$ cat config.mk
export PLATFORM = sky130hd
export DESIGN_NAME = axi_llc_way_arbiter
export DESIGN_NICKNAME = d
export VERILOG_FILES = /design/src/rtl/axi_llc_way_arbiter.sv
export SDC_FILE = /design/constraint.sdc
export NUM_CORES = 1
export LEC_CHECK = 0
export ABC_CLOCK_PERIOD_IN_PS = 7450
export CAP_MARGIN = 40
export CORE_MARGIN = 4
export CORE_UTILIZATION = 50
export CTS_CLUSTER_DIAMETER = 50
export DETAILED_ROUTE_END_ITERATION = 12
export PLACE_DENSITY = 0.8
export SETUP_SLACK_MARGIN = 0.02
export SYNTH_ARGS = -nofsm -noshare
export SYNTH_HDL_FRONTEND = slang
export SYNTH_SLANG_ARGS = --single-unit
$ cat constraint.sdc
create_clock -name clk_i -period 7.45 [get_ports clk_i]
set_clock_uncertainty 0.15 [all_clocks]
set_input_delay 2.235 -clock clk_i [delete_from_list [all_inputs] [get_ports clk_i]]
set_output_delay 2.235 -clock clk_i [all_outputs]
set_load 0.03 [all_outputs]
$ cat src/rtl/axi_llc_way_arbiter.sv
// Round-robin arbiter with burst locking in front of the LLC data way request port.
// A granted requester keeps the port until it hands over a beat flagged last.
module axi_llc_way_arbiter #(
   parameter int unsigned NumReq   = 4,
   parameter type         way_inp_t = logic,
   parameter int unsigned IdxWidth = (NumReq > 1) ? $clog2(NumReq) : 1
) (
   input  logic                clk_i,
   input  logic                rst_ni,
   input  way_inp_t            req_i [NumReq],
   input  logic [NumReq-1:0]   req_last_i,
   input  logic [NumReq-1:0]   req_valid_i,
   output logic [NumReq-1:0]   req_ready_o,
   output way_inp_t            way_inp_o,
   output logic                way_inp_valid_o,
   input  logic                way_inp_ready_i,
   output logic [IdxWidth-1:0] gnt_idx_o,
   output logic                locked_o,
   output logic [15:0]         beat_cnt_o
);

   localparam int unsigned CntWidth = 16;
   localparam logic [CntWidth-1:0] CntMax = '1;

   typedef enum logic {
      IDLE = 1'b0,
      LOCK = 1'b1
   } state_e;

   state_e                r_state;
   state_e                w_state_d;
   logic [IdxWidth-1:0]   r_lock_idx;
   logic [IdxWidth-1:0]   w_lock_idx_d;
   logic [IdxWidth-1:0]   r_rr;
   logic [IdxWidth-1:0]   w_rr_d;
   logic [CntWidth-1:0]   r_beat_cnt;
   logic [CntWidth-1:0]   w_beat_cnt_d;

   logic [IdxWidth-1:0]   w_scan_idx;
   logic                  w_found;
   int unsigned           w_sum;
   logic [IdxWidth-1:0]   w_cand;
   logic [IdxWidth-1:0]   w_gnt;
   logic                  w_valid;
   logic                  w_last;

   // Explicit wrap so non-power-of-two requester counts stay in range.
   function automatic logic [IdxWidth-1:0] inc_wrap(input logic [IdxWidth-1:0] v);
      if (v == IdxWidth'(NumReq - 1)) begin
         return '0;
      end
      return v + IdxWidth'(1);
   endfunction

   // First valid requester scanning upward from the round-robin pointer.
   always_comb begin
      w_scan_idx = r_rr;
      w_found    = 1'b0;
      w_sum      = 0;
      w_cand     = '0;
      for (int unsigned i = 0; i < NumReq; i++) begin
         w_sum = 32'(r_rr) + i;
         if (w_sum >= NumReq) begin
            w_sum = w_sum - NumReq;
         end
         w_cand = IdxWidth'(w_sum);
         if (!w_found && req_valid_i[w_cand]) begin
            w_found    = 1'b1;
            w_scan_idx = w_cand;
         end
      end
   end

   assign w_gnt   = (r_state == LOCK) ? r_lock_idx : w_scan_idx;
   assign w_valid = req_valid_i[w_gnt];
   assign w_last  = req_last_i[w_gnt];

   always_ff @(posedge clk_i or negedge rst_ni) begin
      if (!rst_ni) begin
         r_state    <= IDLE;
         r_lock_idx <= '0;
         r_rr       <= '0;
         r_beat_cnt <= '0;
      end else begin
         r_state    <= w_state_d;
         r_lock_idx <= w_lock_idx_d;
         r_rr       <= w_rr_d;
         r_beat_cnt <= w_beat_cnt_d;
      end
   end

   // Next state: a stalled first beat locks too, so the payload stays put.
   always_comb begin
      w_state_d    = r_state;
      w_lock_idx_d = r_lock_idx;
      w_rr_d       = r_rr;
      w_beat_cnt_d = r_beat_cnt;
      unique case (r_state)
         IDLE: begin
            if (w_valid) begin
               if (way_inp_ready_i && w_last) begin
                  w_rr_d = inc_wrap(w_gnt);
               end else begin
                  w_state_d    = LOCK;
                  w_lock_idx_d = w_gnt;
                  if (way_inp_ready_i) begin
                     w_beat_cnt_d = CntWidth'(1);
                  end
               end
            end
         end
         LOCK: begin
            if (w_valid && way_inp_ready_i) begin
               if (w_last) begin
                  w_state_d    = IDLE;
                  w_rr_d       = inc_wrap(r_lock_idx);
                  w_beat_cnt_d = '0;
               end else if (r_beat_cnt != CntMax) begin
                  w_beat_cnt_d = r_beat_cnt + CntWidth'(1);
               end
            end
         end
         default: w_state_d = IDLE;
      endcase
   end

   // Zero-latency pass-through of the granted requester.
   always_comb begin
      req_ready_o        = '0;
      req_ready_o[w_gnt] = way_inp_ready_i;
      way_inp_o          = req_i[w_gnt];
      way_inp_valid_o    = w_valid;
      gnt_idx_o          = w_gnt;
      locked_o           = (r_state == LOCK);
      beat_cnt_o         = r_beat_cnt;
   end

endmodule

==> results.sh, run 1 <==
export IMPL_power_mw=0.867
export IMPL_critPathLaunchType="input port"
export IMPL_cp_max_fo=7
export IMPL_finalHoldViolCount=0
export IMPL_rows=20
export IMPL_max_freq_ghz=0.138
export IMPL_crit_chain="clkdlybuf4s50_1, o311a_1, o41ai_4, inv_2, o211ai_2, nand2_2, inv_2, clkdlybuf4s50_1"
export IMPL_worstMarginPinSlew_ns=0.691
export IMPL_leakage_nw=0.824
export IMPL_p_sw_mw=0.450
export IMPL_synthTopCellsByArea="dfrtp_1 (33%), nand2_1 (4.5%), a22o_1 (4.4%)"
export IMPL_synth_edf_count=0
export IMPL_wire_per_inst_um=16.0
export IMPL_cp_top_family="buffers and inverters"
export IMPL_grt_pass1_vias=1593
export IMPL_worstPathArrival_ns=4.84
export IMPL_ys_flop_type="dfrtp_1"
export IMPL_worstSkewPairLatency_ns=0.31
export IMPL_vdd_drop_max_mv=0.237
export IMPL_p_int_mw=0.417
export IMPL_synthArstFlopShare_pct=100
export IMPL_cts_htree_levels=1
export IMPL_max_stage_delay_ns=0.67
export IMPL_slew_headroom_pct=53.6
export IMPL_rsz0062_at_grt="no"
export IMPL_syn_area_um2=1600
export IMPL_slowest_stage="clkdlybuf4s50_1"
export IMPL_grt_pass1_wl_um=7250
export IMPL_final_cell_mix="clkdlybuf4s50_1 (39), dfrtp_1 (21), nand2_1 (19)"
export IMPL_cts_hold_buf=0
export IMPL_grt_busiest_layer="met2"
export IMPL_cts_root_buffer="clkbuf_4"
export IMPL_synthDistinctLibCells=46
export IMPL_period_share_pct=97.0
export IMPL_die_y_um=64.6
export IMPL_tritoncts="yes"
export IMPL_p_sw_share_pct=51.9
export IMPL_routed_wl_um=4240
export IMPL_drt_iter0_markers=148
export IMPL_grt_ovfl_total=0
export IMPL_core_area_um2=3050
export IMPL_synth_fp_nets=199
export IMPL_ys_warn_count=0
export IMPL_ys_seq_area_share_pct=32.9
export IMPL_num_vias=1613
export IMPL_start_util_pct=52.4
export IMPL_remaining_drc_errors=0
export IMPL_port_buffers=39
export IMPL_drive_above_1_share_pct=10.5
export IMPL_num_fill_cells=270
export IMPL_fp_dieW_um=64.6
export IMPL_register_area_um2=526
export IMPL_holdCritPathClass="reg2reg"
export IMPL_grtUsageMet1_pct=29.2
export IMPL_multi_input_area_um2=997
export IMPL_clock_path_buffers=2
export IMPL_slew_violations=0
export IMPL_p_per_area_nw_per_um2=418
export IMPL_antenna_found_initial=0
export IMPL_gp_congestion=0.893
export IMPL_ctsResizeCount=0
export IMPL_synthToLayoutAreaGrowth_pct=29.7
export IMPL_seqPwrFrac_pct=25.5
export IMPL_grt_use_total_pct=21.3
export IMPL_grt_max_degree=15
export IMPL_path_clk_slew_ns=0.12
export IMPL_hold_slack_ns=0.423
export IMPL_synth_area_leader_cell="dfrtp_1"
export IMPL_critPathCaptureType="primary output"
export IMPL_status="completed"
export IMPL_dp_slack_ns=0.258
export IMPL_dp_hpwl_um=3260
export IMPL_critPathBufInv=4
export IMPL_ys_ff_latch=21
export IMPL_cp_required_ns=5.07
export IMPL_num_antenna_cells=0
export IMPL_nets=241
export IMPL_firstDrtPassIters=4
export IMPL_max_cap_violations=0
export IMPL_criticalPathCategory="in2out"
export IMPL_setup_viol=0
export IMPL_synth_area_per_cell_um2=8.93
export IMPL_post_route_min_period_ns=7.23
export IMPL_avgViaCountPerCell=6.11
export IMPL_use_met3_pct=4.33
export IMPL_final_common_cell="clkdlybuf4s50_1"
export IMPL_pwr_share_comb_pct=67.9
export IMPL_numClockSinks=21
export IMPL_cts_made_buffers=3
export IMPL_p_clk_share_pct=6.6
export IMPL_fin_ws_ns=0.223
export IMPL_finalSetupTns_ns=0
export IMPL_final_antenna_net_count=0
export IMPL_post_cts_setup_buffers=0
export IMPL_ioPinCount=40
export IMPL_fp_dieArea_um2=4170
export IMPL_grt_use_met2_pct=33.6
export IMPL_synthCells=179
export IMPL_yosysTopAreaCellShare_pct=32.9
## stage by stage
stage	instance area [um2]	std cells	util [%]
after floorplan	1600	179	-
after global placement	2030	259	66.4
after detailed placement	2040	260	66.9
after CTS	2070	264	67.9
after global routing	2070	264	67.9
final	2070	264	67.9
## synthesized netlist by cell type, drive strengths merged (3+ instances only)
cell type and number:
a32oi 3, o2bb2ai 8, a21oi 6, nand3 7
o21ai 3, nand4 8, a22o 8, buf 3
and2 5, mux2 3, and3 7, nor3 6
o31ai 4, ha 5, inv 11, nand2 22
nor2 10, o41ai 5, nand2b 5, a22oi 3
dfrtp 21, o221ai 3
## power groups by stage
stage | logic (mW) | clock network [mW] | registers, mW
floorplan | 0.346 | 0 | 0.261
global placement | 0.577 | 0 | 0.218
detailed placement | 0.589 | 0 | 0.222
CTS | 0.591 | 0.0612 | 0.220
global route | 0.636 | 0.0670 | 0.230
finish | 0.589 | 0.0571 | 0.221
## logic make-up (layout without fill, tap and decap cells)
family	after synthesis	in the layout	synth area share, %
and+or+nand+nor	74	74	24.2
AOI/OAI and AO/OA	57	57	31.0
DFF	21	21	32.9
buffers and inverters	17	58	4.77
adders and majority gates	5	5	3.91
muxes	4	4	2.74
xor gates and xnor gates	1	1	0.548
## routing by layer
metal	routed length, um	part of all wire [%]	vias up
li1	-	-	776
met1	1900	45	772
met2	2000	47	63
met3	319	7.5	2
met4	16	0.38	0
met5	0	0	-
## path summary, 6_finish.rpt
kind | startpoint | endpoint | slack [ns] | depth (start not counted)
max in group asynchronous | rst_ni | beat_cnt_o[4] | 4.67 | 2
worst max-delay path | req_valid_i[0] | way_inp_valid_o | 0.22 | 8
min in group asynchronous | rst_ni | beat_cnt_o[10] | 2.05 | 1
worst min-delay path | beat_cnt_o[11] | beat_cnt_o[11] | 0.42 | 1
worst min register to register | beat_cnt_o[11] | beat_cnt_o[11] | 0.42 | 1
worst max register to register | locked_o | r_rr[1] | 4.37 | 8
## layout make-up
type                    count  share of cell area (%)
repair buffers             42                    20.3
inverters                  12                    2.17
clock buffers               3                    1.09
multi-input cells         141                    48.1
flip-flops and latches     21                    25.3
clock inverters             1                   0.362
well taps                  44                    2.66
## sequential cells by signal, indices dropped and copies added, names as in the netlist
signal and cells:
beat_cnt_o 16, locked_o 1, r_rr 2, r_lock_idx 2
## worst register-to-register path: cells and delay by family, from the launching register on
family	cells	cell delay (ns)
and+or+nand+nor	4	1.22
AOI/OAI and AO/OA	2	0.53
DFF	1	0.59
buffers and inverters	1	0.11
muxes	1	0.38
(Power assumes the default switching activity.)
==> run 2, diff against run 1 <==
CORE_UTILIZATION = 25   (was 50)
PLACE_DENSITY = 0.45   (was 0.8)
==> results.sh, run 2 (synthesized netlist as in run 1, its figures left out) <==
export IMPL_final_antenna_net_count=0
export IMPL_slew_violations=0
export IMPL_slowest_stage="clkdlybuf4s50_1"
export IMPL_cts_made_buffers=3
export IMPL_final_common_cell="clkdlybuf4s50_1"
export IMPL_tritoncts="yes"
export IMPL_status="completed"
export IMPL_firstDrtPassIters=4
export IMPL_post_cts_setup_buffers=0
export IMPL_p_per_area_nw_per_um2=417
export IMPL_setup_viol=0
export IMPL_grt_ovfl_total=0
export IMPL_avgViaCountPerCell=5.21
export IMPL_slew_headroom_pct=55.4
export IMPL_worstMarginPinSlew_ns=0.664
export IMPL_rows=28
export IMPL_cp_max_fo=6
export IMPL_drive_above_1_share_pct=10.9
export IMPL_cts_root_buffer="clkbuf_8"
export IMPL_post_route_min_period_ns=7.08
export IMPL_leakage_nw=0.837
export IMPL_multi_input_area_um2=997
export IMPL_remaining_drc_errors=0
export IMPL_max_freq_ghz=0.141
export IMPL_fp_dieW_um=88.0
export IMPL_grt_pass1_vias=1533
export IMPL_power_mw=0.885
export IMPL_grt_use_total_pct=12.7
export IMPL_fp_dieArea_um2=7740
export IMPL_period_share_pct=95.1
export IMPL_cts_htree_levels=1
export IMPL_cpMostUsedCell="clkdlybuf4s50_1"
export IMPL_max_stage_delay_ns=0.69
export IMPL_synthToLayoutAreaGrowth_pct=32.9
export IMPL_vdd_drop_max_mv=0.200
export IMPL_grt_pass1_wl_um=7850
export IMPL_worstPathArrival_ns=4.70
export IMPL_wire_per_inst_um=15.5
export IMPL_dp_hpwl_um=3360
export IMPL_crit_chain="clkdlybuf4s50_1, o311a_1, o41ai_4, buf_4, inv_2, and3_1, a31oi_1, clkdlybuf4s50_1"
export IMPL_design_area_um2=2130
export IMPL_rsz0062_at_grt="no"
export IMPL_num_vias=1537
export IMPL_worstSkewPairLatency_ns=0.26
export IMPL_num_fill_cells=649
export IMPL_port_buffers=39
export IMPL_drt_iter0_markers=80
export IMPL_start_util_pct=26.4
export IMPL_critPathCaptureType="primary output"
export IMPL_final_cell_mix="clkdlybuf4s50_1 (38), dfrtp_1 (21), nand2_1 (19)"
export IMPL_path_clk_slew_ns=0.08
export IMPL_register_area_um2=526
export IMPL_dpl_cell_area_um2=2080
export IMPL_num_antenna_cells=0
export IMPL_holdCritPathClass="reg2reg"
export IMPL_fin_util_pct=35.1
export IMPL_core_area_um2=6060
export IMPL_critPathLaunchType="input port"
export IMPL_finalHoldViolCount=0
export IMPL_ioPinCount=40
export IMPL_critPathBufInv=4
export IMPL_nets=241
export IMPL_cts_hold_buf=0
export IMPL_largest_reg_flops=16
export IMPL_antenna_found_initial=0
export IMPL_cp_top_family="buffers and inverters"
export IMPL_criticalPathCategory="in2out"
export IMPL_ctsResizeCount=0
export IMPL_grt_max_degree=15
export IMPL_cp_required_ns=5.07
export IMPL_gp_congestion=0.781
export IMPL_clock_path_buffers=2
export IMPL_numClockSinks=21
export IMPL_routed_wl_um=4570
export IMPL_max_cap_violations=0
export IMPL_die_y_um=88.0
export IMPL_finalSetupTns_ns=0
run 2: cell types whose count changed in the layout (fill, tap and decap cells not counted), sizes merged:
| cell | before | now |
|---|---|---|
| clkinvlp | 1 | 0 |
| buf | 3 | 4 |
| clkinv | 1 | 2 |
| clkdlybuf4s50 | 39 | 38 |
run 2: final timing paths:
kind                                start        endpoint  slack, ns  cells past startpoint
min in group asynchronous          rst_ni  beat_cnt_o[13]       2.20                      1
setup reg to reg                 locked_o         r_rr[1]       4.32                      8
max in group asynchronous          rst_ni   beat_cnt_o[0]       4.45                      2
setup / recovery           req_valid_i[0]       way_inp_o       0.37                      8
hold reg to reg             r_lock_idx[0]   r_lock_idx[0]       0.42                      1
hold / removal              r_lock_idx[0]   r_lock_idx[0]       0.42                      1
run 2: through the flow:
step | hold slack (ns) | worst slack, ns | std cells
after floorplan | 0.374 | 0.875 | 179
after global placement | 0.397 | 0.368 | 290
after detailed placement | 0.400 | 0.356 | 291
after CTS | 0.426 | 0.356 | 295
after global routing | 0.443 | 0.235 | 295
final | 0.421 | 0.367 | 295
run 2: area by class of cell:
| class | instances | share of cell area [%] |
|---|---|---|
| Sequential cell | 21 | 24.7 |
| Clock buffer | 3 | 1.94 |
| Clock inverter | 1 | 0.235 |
| Timing Repair Buffer | 42 | 19.7 |
| Inverter | 12 | 2.12 |
| Tap cell | 75 | 4.41 |
| Multi-Input combinational cell | 141 | 46.9 |
run 2: power by group:
group / leakage, nW / switching (mW) / internal [mW]
logic: 0.551 / 0.349 / 0.237
registers: 0.260 / 0.0654 / 0.156
clock network: 0.0255 / 0.0410 / 0.0373
run 2: per-layer routing:
layer / vias to the layer above / track usage [%] / wire length [um]
met1: 726 / 18.3 / 2310
met3: 2 / 1.88 / 183
li1: 777 / - / -
met2: 32 / 20.3 / 2060
met4: 0 / 2.09 / 17
met5: - / 0 / 0
==> patch 1: new RTL, settings of run 2 <==
Reset style: synchronous (`rst_ni`), changed in one clocked block.
--- a/src/rtl/axi_llc_way_arbiter.sv
+++ b/src/rtl/axi_llc_way_arbiter.sv
@@ -75,7 +75,7 @@
    assign w_valid = req_valid_i[w_gnt];
    assign w_last  = req_last_i[w_gnt];
 
-   always_ff @(posedge clk_i or negedge rst_ni) begin
+   always_ff @(posedge clk_i) begin
       if (!rst_ni) begin
          r_state    <= IDLE;
          r_lock_idx <= '0;
Behaviour: differs if rst_ni is asserted again (counterexample within 4 cycles, from zero or initial values and one cycle with rst_ni low); with rst_ni held inactive, the same outputs for 4 cycles.
==> patch 1 against run 2 <==
Final area decreased by 3.6%. Non-clock buffer count increased by 1. Power decreased by 37%. Critical path depth decreased by 1. Largest cell class unchanged. Setup slack got worse by 0.22 ns. Sequential cell count unchanged. Wire length decreased by 4.5%. Area after synthesis decreased by 5.1%. Register-to-register slack about the same.
==> patch 1: results (changes against run 2) <==
stage	metric	value	unit	change
clock_tree	hold_buffers	0		unchanged
global_route	grt_pass1_vias	1515		-1.2%
clock_tree	cts_resized	0		unchanged
setup_path	critical_path.top_delay_family	buffers and inverters		
global_route	use_met1	16.0	%	-2.3 points
global_route	use_met2	19.6	%	-0.72 points
detailed_routing	drt-pass1-iter-count	4		unchanged
synthesis	async_flop_share	0	%	-100 points
sta	worst_pin_slew	0.775	ns	+0.112 ns
detailed_routing	vias_per_cell	4.98		-4.4%
clock_tree	numCtsBuffers	3		unchanged
clock_tree	root_buffer	clkbuf_8		
placement	gp_congestion	0.752		-3.7%
global_route	grt_util_met3	2.59	%	+0.71 points
global_route	antenna_found_initial	0		unchanged
detailed_routing	drt-met1-wl	2160	µm	-6.4%
placement	numPlacedInstances	307		+5.5%
power	ir_worst_vdd	0.148	mV	-26%
synthesis	synth_fp_nets	215		+8.0%
detailed_routing	routed_wl	4370	µm	-4.5%
placement	place_hpwl	3290	µm	-2.1%
finish	drive_gt1_share	6.78	%	-4.1 points
synthesis	yosys_most_used_dff	dfxtp_1		
synthesis	synth_common_cells	dfxtp_1, nand2_1, a21oi_1		
finish	n_fill_cell	640		-1.4%
global_route	grt_first_pass_wirelength	7320	µm	-6.7%
global_route	grt_max_degree	16		+1
finish	diodes	0		unchanged
finish	final_net_count	257		+6.6%
clock_tree	clock_latency	0.26	ns	about the same
synthesis	yosys-top-cells-area	dfxtp_1, a21oi_1, nand2_1		
finish	largest_register_ff_count	16		unchanged
detailed_routing	wl_met2	1950	µm	-5.3%
detailed_routing	dr_wl_met3	221	µm	+21%
synthesis	ys_seq_area_share	27.7	%	-5.2 points
global_route	grt_usage	12.1	%	-0.55 points
synthesis	synthCells	195		+8.9%
hold_path	min_path_type	flip-flop to flip-flop		
finish	syn2layout_area_growth	35.0	%	
power	p_leak	0.748	nW	-11%
placement	placed_cell_area	0.00200	mm²	-3.7%
setup_path	crit_path_max_incr_delay	0.73	ns	+0.04 ns
setup_path	crit_slowest_cell	clkdlybuf4s50_1		
clock_tree	path_clk_slew	0.08	ns	about the same
outcome	status	complete, no violations		
synthesis	ys_types	48		+4.3%
detailed_routing	top_layer_used	met4		
detailed_routing	wl_per_cell	14.0	µm	-9.4%
setup_path	path_max_fanout	8		+2
detailed_routing	drtIter0Drc	33		-59%
[patch 1: cell count changes in the layout (fill, tap and decap cells not counted), sizes merged, moves of 10 or more]
| cell | run 2 | this run |
|---|---|---|
| dfrtp | 21 | 0 |
| a21oi | 6 | 16 |
| dfxtp | 0 | 21 |
| o21ai | 3 | 16 |
[patch 1: layout make-up]
| cell class | count | area share, % |
|---|---|---|
| clock buffer | 4 | 2.20 |
| tap | 75 | 4.58 |
| multi-input combinational | 160 | 50.4 |
| inverter | 8 | 1.71 |
| sequential | 21 | 20.5 |
| timing repair buffer | 43 | 20.6 |
[patch 1: kinds of logic after synthesis]
| kind of cell | synth area share (%) |
|---|---|
| AOI/OAI and AO/OA | 25.6 |
| xor gates and xnor gates | 0.577 |
| adders and majority gates | 4.12 |
| buffers and inverters | 4.29 |
| DFF | 27.7 |
| muxes | 2.64 |
| and+or+nand+nor | 35.1 |
[patch 1: final timing paths]
| kind | startpoint | to | slack [ns] | cells after the start |
|---|---|---|---|---|
| worst max-delay path | req_valid_i[3] | way_inp_valid_o | 0.14 | 7 |
| worst min-delay path | beat_cnt_o[4] | beat_cnt_o[4] | 0.36 | 2 |
| worst max register to register | r_rr[0] | beat_cnt_o[7] | 4.31 | 9 |
| worst min register to register | beat_cnt_o[4] | beat_cnt_o[4] | 0.36 | 2 |
[patch 1: through the flow]
stage	total power, W	worst slack [ns]
global placement	0.000488	0.134
global route	0.000602	0.0521
floorplan	0.000377	0.948
CTS	0.000562	0.152
finish	0.000554	0.142
detailed placement	0.000485	0.154
[patch 1: where the power goes]
part           switching [W]  internal [W]  leakage, nW
clock              0.0000384     0.0000381       0.0228
combinational       0.000198      0.000134        0.555
sequential         0.0000216      0.000124        0.170
total               0.000258      0.000296        0.748
==> patch 2: new RTL, config.mk and constraints of run 2 <==
Made on the original files. The parameter `NumReq` goes from 4 to 8.
--- a/src/rtl/axi_llc_way_arbiter.sv
+++ b/src/rtl/axi_llc_way_arbiter.sv
@@ -1,7 +1,7 @@
 // Round-robin arbiter with burst locking in front of the LLC data way request port.
 // A granted requester keeps the port until it hands over a beat flagged last.
 module axi_llc_way_arbiter #(
-   parameter int unsigned NumReq   = 4,
+   parameter int unsigned NumReq   = 8,
    parameter type         way_inp_t = logic,
    parameter int unsigned IdxWidth = (NumReq > 1) ? $clog2(NumReq) : 1
 ) (
Ports: changed (5 resized); port bits go from 40 to 57. No check against the original RTL was run, so the function may have changed too.
==> patch 2 against run 2 <==
The run now ends with setup timing left. Synthesized cell count is 130% higher. Die area is 96% higher. Core utilization is 6.6 points higher. Area after synthesis is 110% higher. Sequential share of layout area is 14 points lower. Sequential cell count is 2 higher. Setup slack worse by 0.44 ns. Count of clock-buffer cells in the layout stayed put. Final area grew to 2.5 times the old value. Wire length grew to 2.7 times the old value.
Power is left out: the tool's default activity adds up to more than one toggle a clock period on the data nets, which glitch-free logic cannot reach.
==> patch 2: results (changes against run 2) <==
stage	metric	value	unit	change
outcome	status	finished, violations left		
outcome	violations	setup timing		
synthesis	ys_types	78		+70%
sta	setup_violations	2		+2
setup_path	path_max_fanout	5		-1
detailed_routing	vias	3882		+150%
synthesis	synth_common_cells	nand2_1, nor2_1, a21oi_1		
synthesis	ys_warn_count	0		unchanged
setup_path	timing.rr.start	r_rr[0]		
clock_tree	cts_buffer_depth	2		unchanged
global_route	grt_max_degree	29		+14
hold_path	min_path_cells	1		unchanged
synthesis	yosys-top-cells-area	dfrtp_1, mux4_2, mux2i_1		
clock_tree	cts_max_level	1		unchanged
detailed_routing	drtIter0Drc	256		+220%
clock_tree	root_buffer	clkbuf_16		
synthesis	yosys_most_used_dff	dfrtp_1		
detailed_routing	routed_wl	12200	µm	+170%
global_route	antenna_found_initial	0		unchanged
hold_path	min_path_type	flip-flop to flip-flop		
finish	n_fill_cell	1299		+100%
detailed_routing	ant_nets	0		unchanged
synthesis	async_flop_share	100	%	unchanged
sta	slew_headroom	36.4	%	-19 points
global_route	grt_usage	16.1	%	+3.4 points
setup_path	rr_endpoint	beat_cnt_o[9]		
detailed_routing	drt-pass1-iter-count	5		+1
finish	diodes	0		unchanged
sta	layout_setup_ws	-0.0744	ns	-0.441 ns
placement	io_buffers	56		+44%
clock_tree	clock_latency	0.26	ns	about the same
placement	place_hpwl	9320	µm	+180%
finish	final_net_count	593		+150%
clock_tree	numCtsBuffers	3		unchanged
synthesis	synth_fp_nets	443		+120%
finish	largest_register_ff_count	16		unchanged
setup_path	crit_end	way_inp_valid_o		
finish	drive_gt1_share	41.1	%	+30 points
placement	gp_congestion	0.839		+7.4%
synthesis	ys_seq_area_share	17.4	%	-16 points
setup_path	worstPathArrival	5.14	ns	+0.44 ns
clock_tree	path_clk_slew	0.06	ns	-0.02 ns
setup_path	startpoint	req_valid_i[4]		
global_route	grt_first_pass_wirelength	19800	µm	+150%
global_route	overflow	0		unchanged
setup_path	reg2reg_depth	20		+12
setup_path	rrSetupSlack	1.70	ns	-2.62 ns
## patch 2: per-stage QoR
| stage | setup TNS, ns | area, µm² | std cells | setup WS, ns |
|---|---|---|---|---|
| 2_1_floorplan | -0.00128 | 3430 | 410 | -0.00128 |
| 3_3_place_gp | -6.08 | 4700 | 705 | -0.857 |
| 3_5_place_dp | -6.36 | 4700 | 705 | -0.898 |
| 4_1_cts | -0.0917 | 5070 | 720 | -0.0419 |
| 5_1_grt | -0.517 | 5340 | 731 | -0.159 |
| 6_report | -0.125 | 5340 | 731 | -0.0744 |
## patch 2: cells by family (layout without fill, tap and decap cells)
group	count (synthesis)	in the layout	share of synthesized area [%]
buf+inv	36	185	5.47
flops	23	23	17.4
compound gates	119	119	26.8
xor+xnor	9	9	2.38
mux	45	45	18.8
simple gates	172	172	26.9
fa+ha+maj	6	6	2.26
## patch 2: final cells by class
| type | instances | area [µm²] | area share [%] |
|---|---|---|---|
| clock buffer | 3 | 75.1 | 1.41 |
| clock inverter | 1 | 5.00 | 0.0937 |
| inverter | 13 | 53.8 | 1.01 |
| multi-input combinational | 351 | 2930 | 54.9 |
| sequential | 23 | 576 | 10.8 |
| tap | 172 | 215 | 4.03 |
| timing repair buffer | 168 | 1490 | 27.8 |
## patch 2: how the worst min path moves through the flow
stage / from / to / slack, ns
6_report: r_lock_idx[2] / r_lock_idx[2] / 0.41
5_1_grt: r_lock_idx[2] / r_lock_idx[2] / 0.43
4_1_cts: r_lock_idx[2] / r_lock_idx[2] / 0.41
3_5_place_dp: r_lock_idx[2] / r_lock_idx[2] / 0.40
3_3_place_gp: r_lock_idx[2] / r_lock_idx[2] / 0.38
2_1_floorplan: r_lock_idx[2] / r_lock_idx[2] / 0.36
## patch 2: repair_timing
item	4_1_cts	5_1_grt
pin swaps	10	18
endpoints found under the setup margin	13	10
setup buffers	11	10
gates cloned	0	1
gates resized for setup	87	46
## patch 2: worst max-delay path, stage by stage
cell	delay [ns]
buf_6	0.10
buf_6	0.12
mux4_2	0.51
mux2_4	0.34
buf_6	0.13
a221o_1	0.31
buf_6	0.14
a21oi_4	0.18
xnor2_2	0.14
buf_4	0.14
nor2_2	0.03
a211oi_2	0.31
a311oi_2	0.08
a21o_2	0.22
buf_6	0.14
## patch 2: per-layer routing
layer	global-route usage [%]	vias to the layer above	share of wire [%]
li1	-	1877	-
met1	23.5	1883	47
met2	25.7	112	47
met3	1.65	10	5.0
met4	3.32	0	0.88
met5	0	-	0
